$ cat src/rtl/arbitro_memoria.sv
// Single-port data-memory arbiter between the CPU load/store path and the UART loader.
// One transaction at a time; the CPU has fixed priority, and an aging counter bounds how long the UART waits.
module arbitro_memoria #(
   parameter int ADDR_W      = 10,
   parameter int DATA_W      = 32,
   parameter int LAT_LEITURA = 1,
   parameter int MAX_ESPERA  = 8
) (
   input  logic              clock,
   input  logic              reset_n,
   input  logic [1:0]        cpu_memoria,
   input  logic [ADDR_W-1:0] cpu_endereco,
   input  logic [DATA_W-1:0] cpu_dado_escrita,
   output logic [DATA_W-1:0] cpu_dado_leitura,
   output logic              cpu_stall,
   output logic              erro_cpu,
   input  logic              uart_req,
   input  logic              uart_we,
   input  logic [ADDR_W-1:0] uart_endereco,
   input  logic [DATA_W-1:0] uart_dado_escrita,
   output logic              uart_ack,
   output logic [DATA_W-1:0] uart_dado_leitura,
   output logic [ADDR_W-1:0] mem_endereco,
   output logic [DATA_W-1:0] mem_dado_escrita,
   output logic              mem_we,
   output logic              mem_re,
   input  logic [DATA_W-1:0] mem_dado_leitura
);

   localparam int ESP_W = $clog2(MAX_ESPERA + 1);
   localparam int LAT_W = $clog2(LAT_LEITURA + 1);
   localparam logic [ESP_W-1:0] ESP_MAX = ESP_W'(MAX_ESPERA);
   localparam logic [LAT_W-1:0] LAT_FIM = LAT_W'(LAT_LEITURA - 1);

   typedef enum logic [1:0] {OCIOSO, EMITIR, ESPERA, CONCLUIR} estado_t;
   typedef enum logic {DONO_CPU, DONO_UART} dono_t;

   estado_t           estado_q, estado_d;
   dono_t             dono_q, dono_d;
   logic              escrita_q, escrita_d;
   logic [ADDR_W-1:0] mem_endereco_q, mem_endereco_d;
   logic [DATA_W-1:0] mem_dado_escrita_q, mem_dado_escrita_d;
   logic              mem_we_q, mem_we_d;
   logic              mem_re_q, mem_re_d;
   logic [LAT_W-1:0]  lat_q, lat_d;
   logic [ESP_W-1:0]  espera_q, espera_d;
   logic              erro_q, erro_d;
   logic [DATA_W-1:0] cpu_rd_q, cpu_rd_d;
   logic [DATA_W-1:0] uart_rd_q, uart_rd_d;

   logic cpu_req, uart_vence, grant_cpu, grant_uart;

   assign cpu_req    = (cpu_memoria == 2'b01) || (cpu_memoria == 2'b10);
   assign uart_vence = uart_req && (espera_q == ESP_MAX);
   assign grant_cpu  = (estado_q == OCIOSO) && cpu_req && !uart_vence;
   assign grant_uart = (estado_q == OCIOSO) && uart_req && !grant_cpu;

   // NOTE: every signal gets its hold value first, so no path through the case leaves one unassigned (no latch).
   always_comb begin
      estado_d           = estado_q;
      dono_d             = dono_q;
      escrita_d          = escrita_q;
      mem_endereco_d     = mem_endereco_q;
      mem_dado_escrita_d = mem_dado_escrita_q;
      mem_we_d           = 1'b0;
      mem_re_d           = 1'b0;
      lat_d              = lat_q;
      cpu_rd_d           = cpu_rd_q;
      uart_rd_d          = uart_rd_q;
      erro_d             = erro_q | (cpu_memoria == 2'b11);

      unique case (estado_q)
         OCIOSO: begin
            // Strobes are set here so they are registered and high for exactly the EMITIR cycle.
            if (grant_cpu) begin
               dono_d             = DONO_CPU;
               escrita_d          = (cpu_memoria == 2'b10);
               mem_endereco_d     = cpu_endereco;
               mem_dado_escrita_d = cpu_dado_escrita;
               mem_we_d           = (cpu_memoria == 2'b10);
               mem_re_d           = (cpu_memoria == 2'b01);
               estado_d           = EMITIR;
            end else if (grant_uart) begin
               dono_d             = DONO_UART;
               escrita_d          = uart_we;
               mem_endereco_d     = uart_endereco;
               mem_dado_escrita_d = uart_dado_escrita;
               mem_we_d           = uart_we;
               mem_re_d           = !uart_we;
               estado_d           = EMITIR;
            end
         end
         EMITIR: begin
            lat_d    = '0;
            estado_d = escrita_q ? CONCLUIR : ESPERA;
         end
         ESPERA: begin
            if (lat_q == LAT_FIM) begin
               if (dono_q == DONO_CPU) cpu_rd_d = mem_dado_leitura;
               else                    uart_rd_d = mem_dado_leitura;
               estado_d = CONCLUIR;
            end else begin
               lat_d = lat_q + LAT_W'(1);
            end
         end
         CONCLUIR: estado_d = OCIOSO;
         default:  estado_d = OCIOSO;
      endcase

      // Aging: UART waiting time, frozen while its own transaction is in flight.
      if (!uart_req || grant_uart)
         espera_d = '0;
      else if ((estado_q != OCIOSO) && (dono_q == DONO_UART))
         espera_d = espera_q;
      else if (espera_q != ESP_MAX)
         espera_d = espera_q + ESP_W'(1);
      else
         espera_d = espera_q;
   end

   // NOTE: state registers use non-blocking assignments so all flops sample the same pre-edge values.
   always_ff @(posedge clock or negedge reset_n) begin
      if (!reset_n) begin
         estado_q           <= OCIOSO;
         dono_q             <= DONO_CPU;
         escrita_q          <= 1'b0;
         mem_endereco_q     <= '0;
         mem_dado_escrita_q <= '0;
         mem_we_q           <= 1'b0;
         mem_re_q           <= 1'b0;
         lat_q              <= '0;
         espera_q           <= '0;
         erro_q             <= 1'b0;
         cpu_rd_q           <= '0;
         uart_rd_q          <= '0;
      end else begin
         estado_q           <= estado_d;
         dono_q             <= dono_d;
         escrita_q          <= escrita_d;
         mem_endereco_q     <= mem_endereco_d;
         mem_dado_escrita_q <= mem_dado_escrita_d;
         mem_we_q           <= mem_we_d;
         mem_re_q           <= mem_re_d;
         lat_q              <= lat_d;
         espera_q           <= espera_d;
         erro_q             <= erro_d;
         cpu_rd_q           <= cpu_rd_d;
         uart_rd_q          <= uart_rd_d;
      end
   end

   assign mem_endereco      = mem_endereco_q;
   assign mem_dado_escrita  = mem_dado_escrita_q;
   assign mem_we            = mem_we_q;
   assign mem_re            = mem_re_q;
   assign cpu_dado_leitura  = cpu_rd_q;
   assign uart_dado_leitura = uart_rd_q;
   assign erro_cpu          = erro_q;
   assign uart_ack          = (estado_q == CONCLUIR) && (dono_q == DONO_UART);
   assign cpu_stall         = cpu_req && !((estado_q == CONCLUIR) && (dono_q == DONO_CPU));

endmodule

$ cat config.mk
export PLATFORM = sky130hd
export DESIGN_NAME = arbitro_memoria
export DESIGN_NICKNAME = d
export VERILOG_FILES = /design/src/rtl/arbitro_memoria.sv
export SDC_FILE = /design/constraint.sdc
export NUM_CORES = 1
export LEC_CHECK = 0
export CELL_PAD_IN_SITES_DETAIL_PLACEMENT = 0
export CELL_PAD_IN_SITES_GLOBAL_PLACEMENT = 1
export CORE_MARGIN = 2
export CORE_UTILIZATION = 32
export CTS_CLUSTER_DIAMETER = 50
export CTS_CLUSTER_SIZE = 12
export DETAILED_ROUTE_END_ITERATION = 16
export MAX_ROUTING_LAYER = met4
export PLACE_DENSITY_LB_ADDON = 0.1
export SETUP_SLACK_MARGIN = 0.5
export SYNTH_ARGS = -nofsm -noshare
export SYNTH_HDL_FRONTEND = slang
export SYNTH_SLANG_ARGS = --single-unit
$ cat constraint.sdc
create_clock -name clock -period 2.3 [get_ports clock]
set_clock_uncertainty 0.15 [all_clocks]
set_input_delay 0.46 -clock clock [delete_from_list [all_inputs] [get_ports clock]]
set_output_delay 0.46 -clock clock [all_outputs]
set_load 0.02 [all_outputs]
==> summary.txt, run 1 <==
Status
  • Status: completed

Timing
  • Setup violators final: 0
  • Max-slew headroom: 62.4%
  • Slew Limit Fails: 0
  • Fmax: 515 MHz
  • Unrepaired setup endpoints after global routing: yes
  • Worst Tran Pin Value: 0.564 ns
  • Fin. Hold Viols: 0
  • Period minus WS final: 1.94 ns
  • Period utilization: 84.3%

Worst setup path
  • Crit path DAT: 2.08 ns
  • Crit. path cell count: 7
  • Crit-path slowest cell: dfrtp_1
  • WS Path Type: reg2reg
  • Bufs and invs on worst path: 3
  • Crit-path cells: inv_1, ha_2, and4b_2, or2_4, buf_12, buf_16, a221o_1
  • Critical path's top delay family: simple AND/OR/NAND/NOR gates
  • Startpoint types: flop
  • Critical path fanouts, max: 5
  • Max incr delay on CP: 0.35 ns
  • CP Data Required Time: 2.44 ns
  • Number of cells on the worst reg-to-reg path: 7
  • CP Capture Type: flop

Finish
  • FF/Latch Area: 2930 sq um
  • Multi-input logic area: 2190 sq um
  • Area grow syn2layout: 73.3%
  • N_diodes: 0
  • Layout cells sized above 1: 25.9%
  • Final nets: 808
  • Fin cells: 906
  • Fillers: 1357
  • Post-route core utilization: 57.1%

Detailed routing
  • Initial DRC count: 227
  • DRT Pass-1 Iters: 5
  • Wire length per cell: 20.3 um
  • Vias: 4571
  • DRT antenna net count: 0
  • Vias per inst: 5.05
  • DRC: 0
  • Final Routed Wirelength: 18.4 mm

Die
  • Die height: 132 um
  • Area of the die: 17400 sq um
  • I/O Pins: 233
  • Area of the core: 15900 sq um
  • Initial Util: 32.9%
  • Site row count: 46
  • Die Width: 132 um

Clocking
  • Worst skew pair latency: 0.41 ns
  • H-tree Lvls: 4
  • Bufs on Longest Clock Path: 2
  • Clock transition at path regs: 0.06 ns
  • Num CTS Buffers: 17
  • Root Buffer: clkbuf_16
  • CTS tree: done
  • Sink Count: 117

Yosys
  • Synth top area share: 55.8%
  • Synth top area cells: dfrtp_1 56%, mux2_2 14%, a221o_1 8.2%, nor3b_1 6.2%, and3_1 5.2%
  • Syn Std Cell Area: 5250 sq um
  • Synth cell types: 34
  • Count of state elements after synthesis: 117
  • Asr flop ratio synth: 100%
  • Cell taking the most area after synthesis: dfrtp_1
  • Avg Inst Size Synth: 13.1 sq um
  • Number of flops mapped to enable cells by yosys: 0
  • Cells after Synth: 402
  • Sequential fraction of the synthesis area: 55.8%
  • Yosys synthesis warning count: 0
  • Mapped Nets: 533
  • Main flop type after synthesis: dfrtp_1

Place
  • DP HPWL: 11.0 mm
  • Inst Count DP: 836
  • Routability cong.: 0.842
  • PortBufs: 232

GRT
  • First-pass GRT wire length: 27.1 mm
  • Vias in the first global route: 4691
  • Initial antenna violation count: 0
  • Grt total ovfl: 0
  • Largest net degree at the start of global routing: 43
  • Overall routing resource usage: 20.7%

Pwr
  • Leakage: 4.11 nW
  • Max VDD drop: 0.587 mV
  • Power Density: 1400 nW/um^2

Flow run
  • Max Cap Violations: 0

Worst hold path
  • Hold WC Path Type: reg2reg
  • Hold path cells: 1
-- cell usage after synthesis, types with 4 or more instances --
| library cell | count |
|---|---|
| buf_2 | 5 |
| a221o_1 | 43 |
| inv_1 | 8 |
| clkbuf_1 | 22 |
| and3_1 | 44 |
| ha_1 | 9 |
| a21oi_1 | 4 |
| nand2_1 | 5 |
| dfrtp_1 | 117 |
| mux2_2 | 65 |
| nor3b_1 | 43 |
| buf_6 | 6 |
-- timing repair --
| item | CTS | global route |
|---|---|---|
| endpoints found under the hold margin | 35 | 0 |
| setup buffers | 10 | 8 |
| hold buffers | 1 | 0 |
| gates cloned | 10 | 9 |
| pin swaps | 5 | 9 |
| endpoints found under the setup margin | 161 | 66 |
| gates resized for setup | 154 | 21 |
-- placed cells by master, fill, tap and decap left out, drive strengths merged, types with 2 or more instances in the layout --
cell           Yosys  routed
ha                 9       9
clkdlybuf4s15      0       2
nand2b             3       3
nor3b             43      43
and3              44      44
a21oi              4       4
o21ai              3       3
dlygate4sd2        0     107
clkinv             0       4
a211oi             3       3
nand2              6       6
buf               14      55
a221o             43      43
mux2              65      65
clkdlybuf4s50      0     118
inv                8      10
dfrtp            117     117
clkinvlp           0       4
clkbuf            22      28
or2                2       3
nand3b             2       2
-- per-stage QoR --
stage / area (sq um) / total power [W] / hold slack (ns) / worst slack [ns] / TNS [ns]
2_1_floorplan: 5290 / 0.00707 / 0.0144 / 0.309 / 0
3_3_place_gp: 7930 / 0.00994 / 0.297 / -0.323 / -13.67
3_5_place_dp: 7930 / 0.0101 / 0.302 / -0.343 / -14.61
4_1_cts: 8770 / 0.0126 / 0.314 / 0.324 / 0
5_1_grt: 9100 / 0.0135 / 0.345 / 0.308 / 0
6_report: 9100 / 0.0127 / 0.311 / 0.360 / 0
-- report_power, final --
part           switching (W)  total, W  leakage [nW]  internal, W
sequential          0.000546   0.00366          1.38      0.00312
clock               0.000952   0.00250         0.266      0.00154
combinational        0.00329   0.00658          2.46      0.00329
-- metal layers --
layer / up-vias / wire (um) / track usage [%] / share of wire, %
met2: 240 / 8730 / 30.9 / 47
met1: 2228 / 8060 / 27.2 / 44
met5: - / 0 / - / 0
met3: 28 / 1300 / 5.46 / 7.1
met4: 0 / 316 / 7.61 / 1.7
li1: 2075 / - / - / -
-- worst paths after layout --
path	startpoint	end	slack (ns)
max reg2reg	espera_q[1]	mem_dado_escrita[13]	0.36
min in group asynchronous	reset_n	cpu_dado_leitura[25]	0.44
max	espera_q[1]	mem_dado_escrita[13]	0.36
max in group asynchronous	reset_n	mem_dado_escrita[25]	0.96
min	erro_cpu	erro_cpu	0.31
min reg2reg	erro_cpu	erro_cpu	0.31
-- cell families (layout without fill, tap and decap cells) --
kind of cell	after synthesis	after routing	synth area share [%]
buffers and inverters	44	331	4.12
AO/OA/AOI/OAI	59	59	10.3
multiplexers	65	65	13.9
AND/OR/NAND/NOR	108	109	13.7
flip-flops	117	117	55.8
adder cells (fa/ha/maj)	9	9	2.15
-- flip-flops by register name (all words and copies together) (netlist names), 2 cells and up --
register           cells
espera_q               4
mem_endereco          10
cpu_dado_leitura      32
mem_dado_escrita      32
uart_dado_leitura     32
estado_q               2
-- layout make-up --
class,instances,share of cell area (%)
Clock buffer,21,5.06
Multi-Input combinational cell,242,24.1
Timing Repair Buffer,291,34.2
Clock inverter,11,1.11
Inverter,8,0.358
Tap cell,216,2.97
Sequential cell,117,32.2
(Power assumes the default switching activity.)
==> inputs of run 2 (changes only) <==
==> constraint.sdc (replaced) <==
create_clock -name clock -period 1.8 [get_ports clock]
set_clock_uncertainty 0.15 [all_clocks]
set_input_delay 0.36 -clock clock [delete_from_list [all_inputs] [get_ports clock]]
set_output_delay 0.36 -clock clock [all_outputs]
set_load 0.02 [all_outputs]
==> summary.txt, run 2 (synthesis results as in run 1) <==
Clocking
  • H-tree Lvls: 4 (unchanged)
  • Root Buffer: clkbuf_16 (unchanged)
  • Sink Count: 117 (unchanged)
  • Worst skew pair latency: 0.41 ns (about the same)
  • CTS tree: done (unchanged)
  • Bufs on Longest Clock Path: 2 (unchanged)
  • Num CTS Buffers: 17 (unchanged)
  • Clock transition at path regs: 0.06 ns (about the same)

GRT
  • Vias in the first global route: 5193 (was 4691)
  • Initial antenna violation count: 0 (unchanged)
  • Grt total ovfl: 0 (unchanged)
  • Overall routing resource usage: 22.3% (was 20.7%)
  • Largest net degree at the start of global routing: 40 (was 43)
  • First-pass GRT wire length: 29.0 mm (was 27.1 mm)

Finish
  • Multi-input logic area: 2500 sq um (was 2190 sq um)
  • Most frequent cells in the layout: 124 x buf_6, 118 x clkdlybuf4s50_1, 117 x dfrtp_1, 96 x buf_4, 65 x mux2_4 (was 118 x clkdlybuf4s50_1, 116 x dfrtp_1, 107 x dlygate4sd2_1, 65 x mux2_2, 44 x and3_1)
  • Final nets: 889 (was 808)
  • Layout cells sized above 1: 49.0% (was 25.9%)
  • Most common cell after layout, fill and taps aside: buf_6 (was clkdlybuf4s50_1)
  • Fillers: 1185 (was 1357)
  • FF/Latch Area: 2930 sq um (about the same)
  • Fin cells: 987 (was 906)
  • N_diodes: 0 (unchanged)
  • Area grow syn2layout: 98.0% (was 73.3%)

Place
  • Routability cong.: 0.787 (was 0.842)
  • Inst Count DP: 851 (was 836)
  • DP HPWL: 11.2 mm (was 11.0 mm)
  • PortBufs: 232 (unchanged)

Timing
  • Setup violators final: 46 (was 0)
  • Max-slew headroom: 78.1% (was 62.4%)
  • Period utilization: 106% (was 84.3%)
  • Slew Limit Fails: 0 (unchanged)
  • Final WS setup: -0.0996 ns (was 0.360 ns)
  • Unrepaired setup endpoints after global routing: yes (unchanged)
  • Fmax: 526 MHz (was 515 MHz)
  • Worst Tran Pin Value: 0.328 ns (was 0.564 ns)
  • Fin. Hold Viols: 0 (unchanged)
  • Period minus WS final: 1.90 ns (was 1.94 ns)
  • Total negative slack: -3.03 ns (was 0 ns)

Worst setup path
  • Critical path's top delay family: simple AND/OR/NAND/NOR gates (unchanged)
  • R2r startpoint: espera_q[1] (unchanged)
  • R2r endpoint: mem_dado_escrita[0] (was mem_dado_escrita[13])
  • Crit path DAT: 2.04 ns (was 2.08 ns)
  • Critical path fanouts, max: 10 (was 5)
  • Crit-path cells: inv_2, ha_4, and4b_2, or2_4, buf_12, a221o_1 (was inv_1, ha_2, and4b_2, or2_4, buf_12, buf_16, a221o_1)
  • Bufs and invs on worst path: 2 (was 3)
  • Crit-path slowest cell: dfrtp_1 (unchanged)
  • R2R Setup Slk: -0.1 ns (was 0.36 ns)
  • Number of cells on the worst reg-to-reg path: 6 (was 7)
  • CP Capture Type: flop (unchanged)
  • Startpoint types: flop (unchanged)
  • CP Data Required Time: 1.94 ns (was 2.44 ns)
  • WS Path Type: reg2reg (unchanged)
  • Max incr delay on CP: 0.36 ns (was 0.35 ns)

Worst hold path
  • Hold WC Path Type: in2async (was reg2reg)

Die
  • Site row count: 46 (unchanged)
  • Initial Util: 32.9% (unchanged)
  • Die Width: 132 um (unchanged)
  • Area of the die: 17400 sq um (unchanged)
  • Die height: 132 um (unchanged)
  • I/O Pins: 233 (unchanged)
  • Area of the core: 15900 sq um (unchanged)

Detailed routing
  • Final Routed Wirelength: 19.6 mm (was 18.4 mm)
  • Wire length per cell: 19.8 um (was 20.3 um)
  • DRT antenna net count: 0 (unchanged)
  • Vias per inst: 4.97 (was 5.05)
  • DRT Pass-1 Iters: 4 (was 5)
  • Initial DRC count: 176 (was 227)
  • DRC: 0 (unchanged)
  • Vias: 4905 (was 4571)

Status
  • Failing checks: negative setup slack
  • Status: complete, but fails checks (was completed)

Pwr
  • Max VDD drop: 0.805 mV (was 0.587 mV)
  • Leakage: 4.96 nW (was 4.11 nW)
  • Power Density: 1990 nW/um^2 (was 1400 nW/um^2)

Flow run
  • Max Cap Violations: 0 (unchanged)
==> run 2: cell count changes in the layout (fill, tap and decap cells not counted), sizes merged, moves of 2 or more <==
cell	delta
clkbuf	-5
clkdlybuf4s15	-2
dlygate4sd2	-105
buf	+193
==> run 2: layer usage <==
| metal | track usage [%] | vias up | share of wire [%] |
|---|---|---|---|
| met1 | 26.3 | 2446 | 41 |
| met5 | - | - | 0 |
| met4 | 7.97 | 0 | 2.2 |
| met2 | 37.4 | 193 | 51 |
| met3 | 5.04 | 28 | 5.7 |
| li1 | - | 2238 | - |
==> run 2: worst reg2reg max path, delay by kind of cell (launching register included) <==
kind / cells / cell delay, ns
buffers and inverters: 2 / 0.23
flip-flops: 1 / 0.36
AO/OA/AOI/OAI: 1 / 0.33
AND/OR/NAND/NOR: 2 / 0.55
adder cells (fa/ha/maj): 1 / 0.16
==> run 2: worst max path at each step <==
stage | slack [ns] | cells past startpoint | startpoint | end
final | -0.1 | 6 | espera_q[1] | mem_dado_escrita[0]
after global routing | -0.14 | 6 | espera_q[0] | mem_dado_escrita[0]
after CTS | -0.09 | 6 | espera_q[1] | mem_dado_escrita[0]
after detailed placement | -0.66 | 7 | cpu_memoria[0] | mem_dado_escrita[0]
after global placement | -0.67 | 5 | cpu_memoria[0] | cpu_stall
after floorplan | -0.14 | 9 | estado_q[1] | mem_endereco[1]
==> run 2: final cells by class <==
cell class                 instances  area share [%]
clock inverter                    11            1.20
inverter                           8           0.289
sequential                       117            28.2
clock buffer                      21            4.53
multi-input combinational        241            24.1
timing repair buffer             373            39.1
tap                              216            2.60
==> run 2: through the flow <==
step	setup WS [ns]	util, %	cell area (sq um)	total power, W	hold WS, ns
floorplan	-0.139	-	5350	0.00918	-0.0856
global placement	-0.665	50.7	8090	0.0130	0.195
detailed placement	-0.655	50.7	8090	0.0132	0.205
CTS	-0.0944	61.7	9840	0.0195	0.296
global route	-0.139	65.2	10400	0.0216	0.314
finish	-0.0996	65.2	10400	0.0207	0.278
==> run 2: repair_timing <==
item | 4_1_cts | 5_1_grt
hold buffers | 1 | 0
hold endpoints to repair | 28 | 0
gates cloned | 12 | 2
pin swaps | 11 | 9
setup buffers | 34 | 55
endpoints found under the setup margin | 227 | 246
resized for setup | 774 | 22
==> run 2: power by group <==
| group | internal, W | switching (W) |
|---|---|---|
| sequential | 0.00399 | 0.00101 |
| combinational | 0.00746 | 0.00487 |
| clock | 0.00215 | 0.00122 |
| total | 0.0136 | 0.00710 |
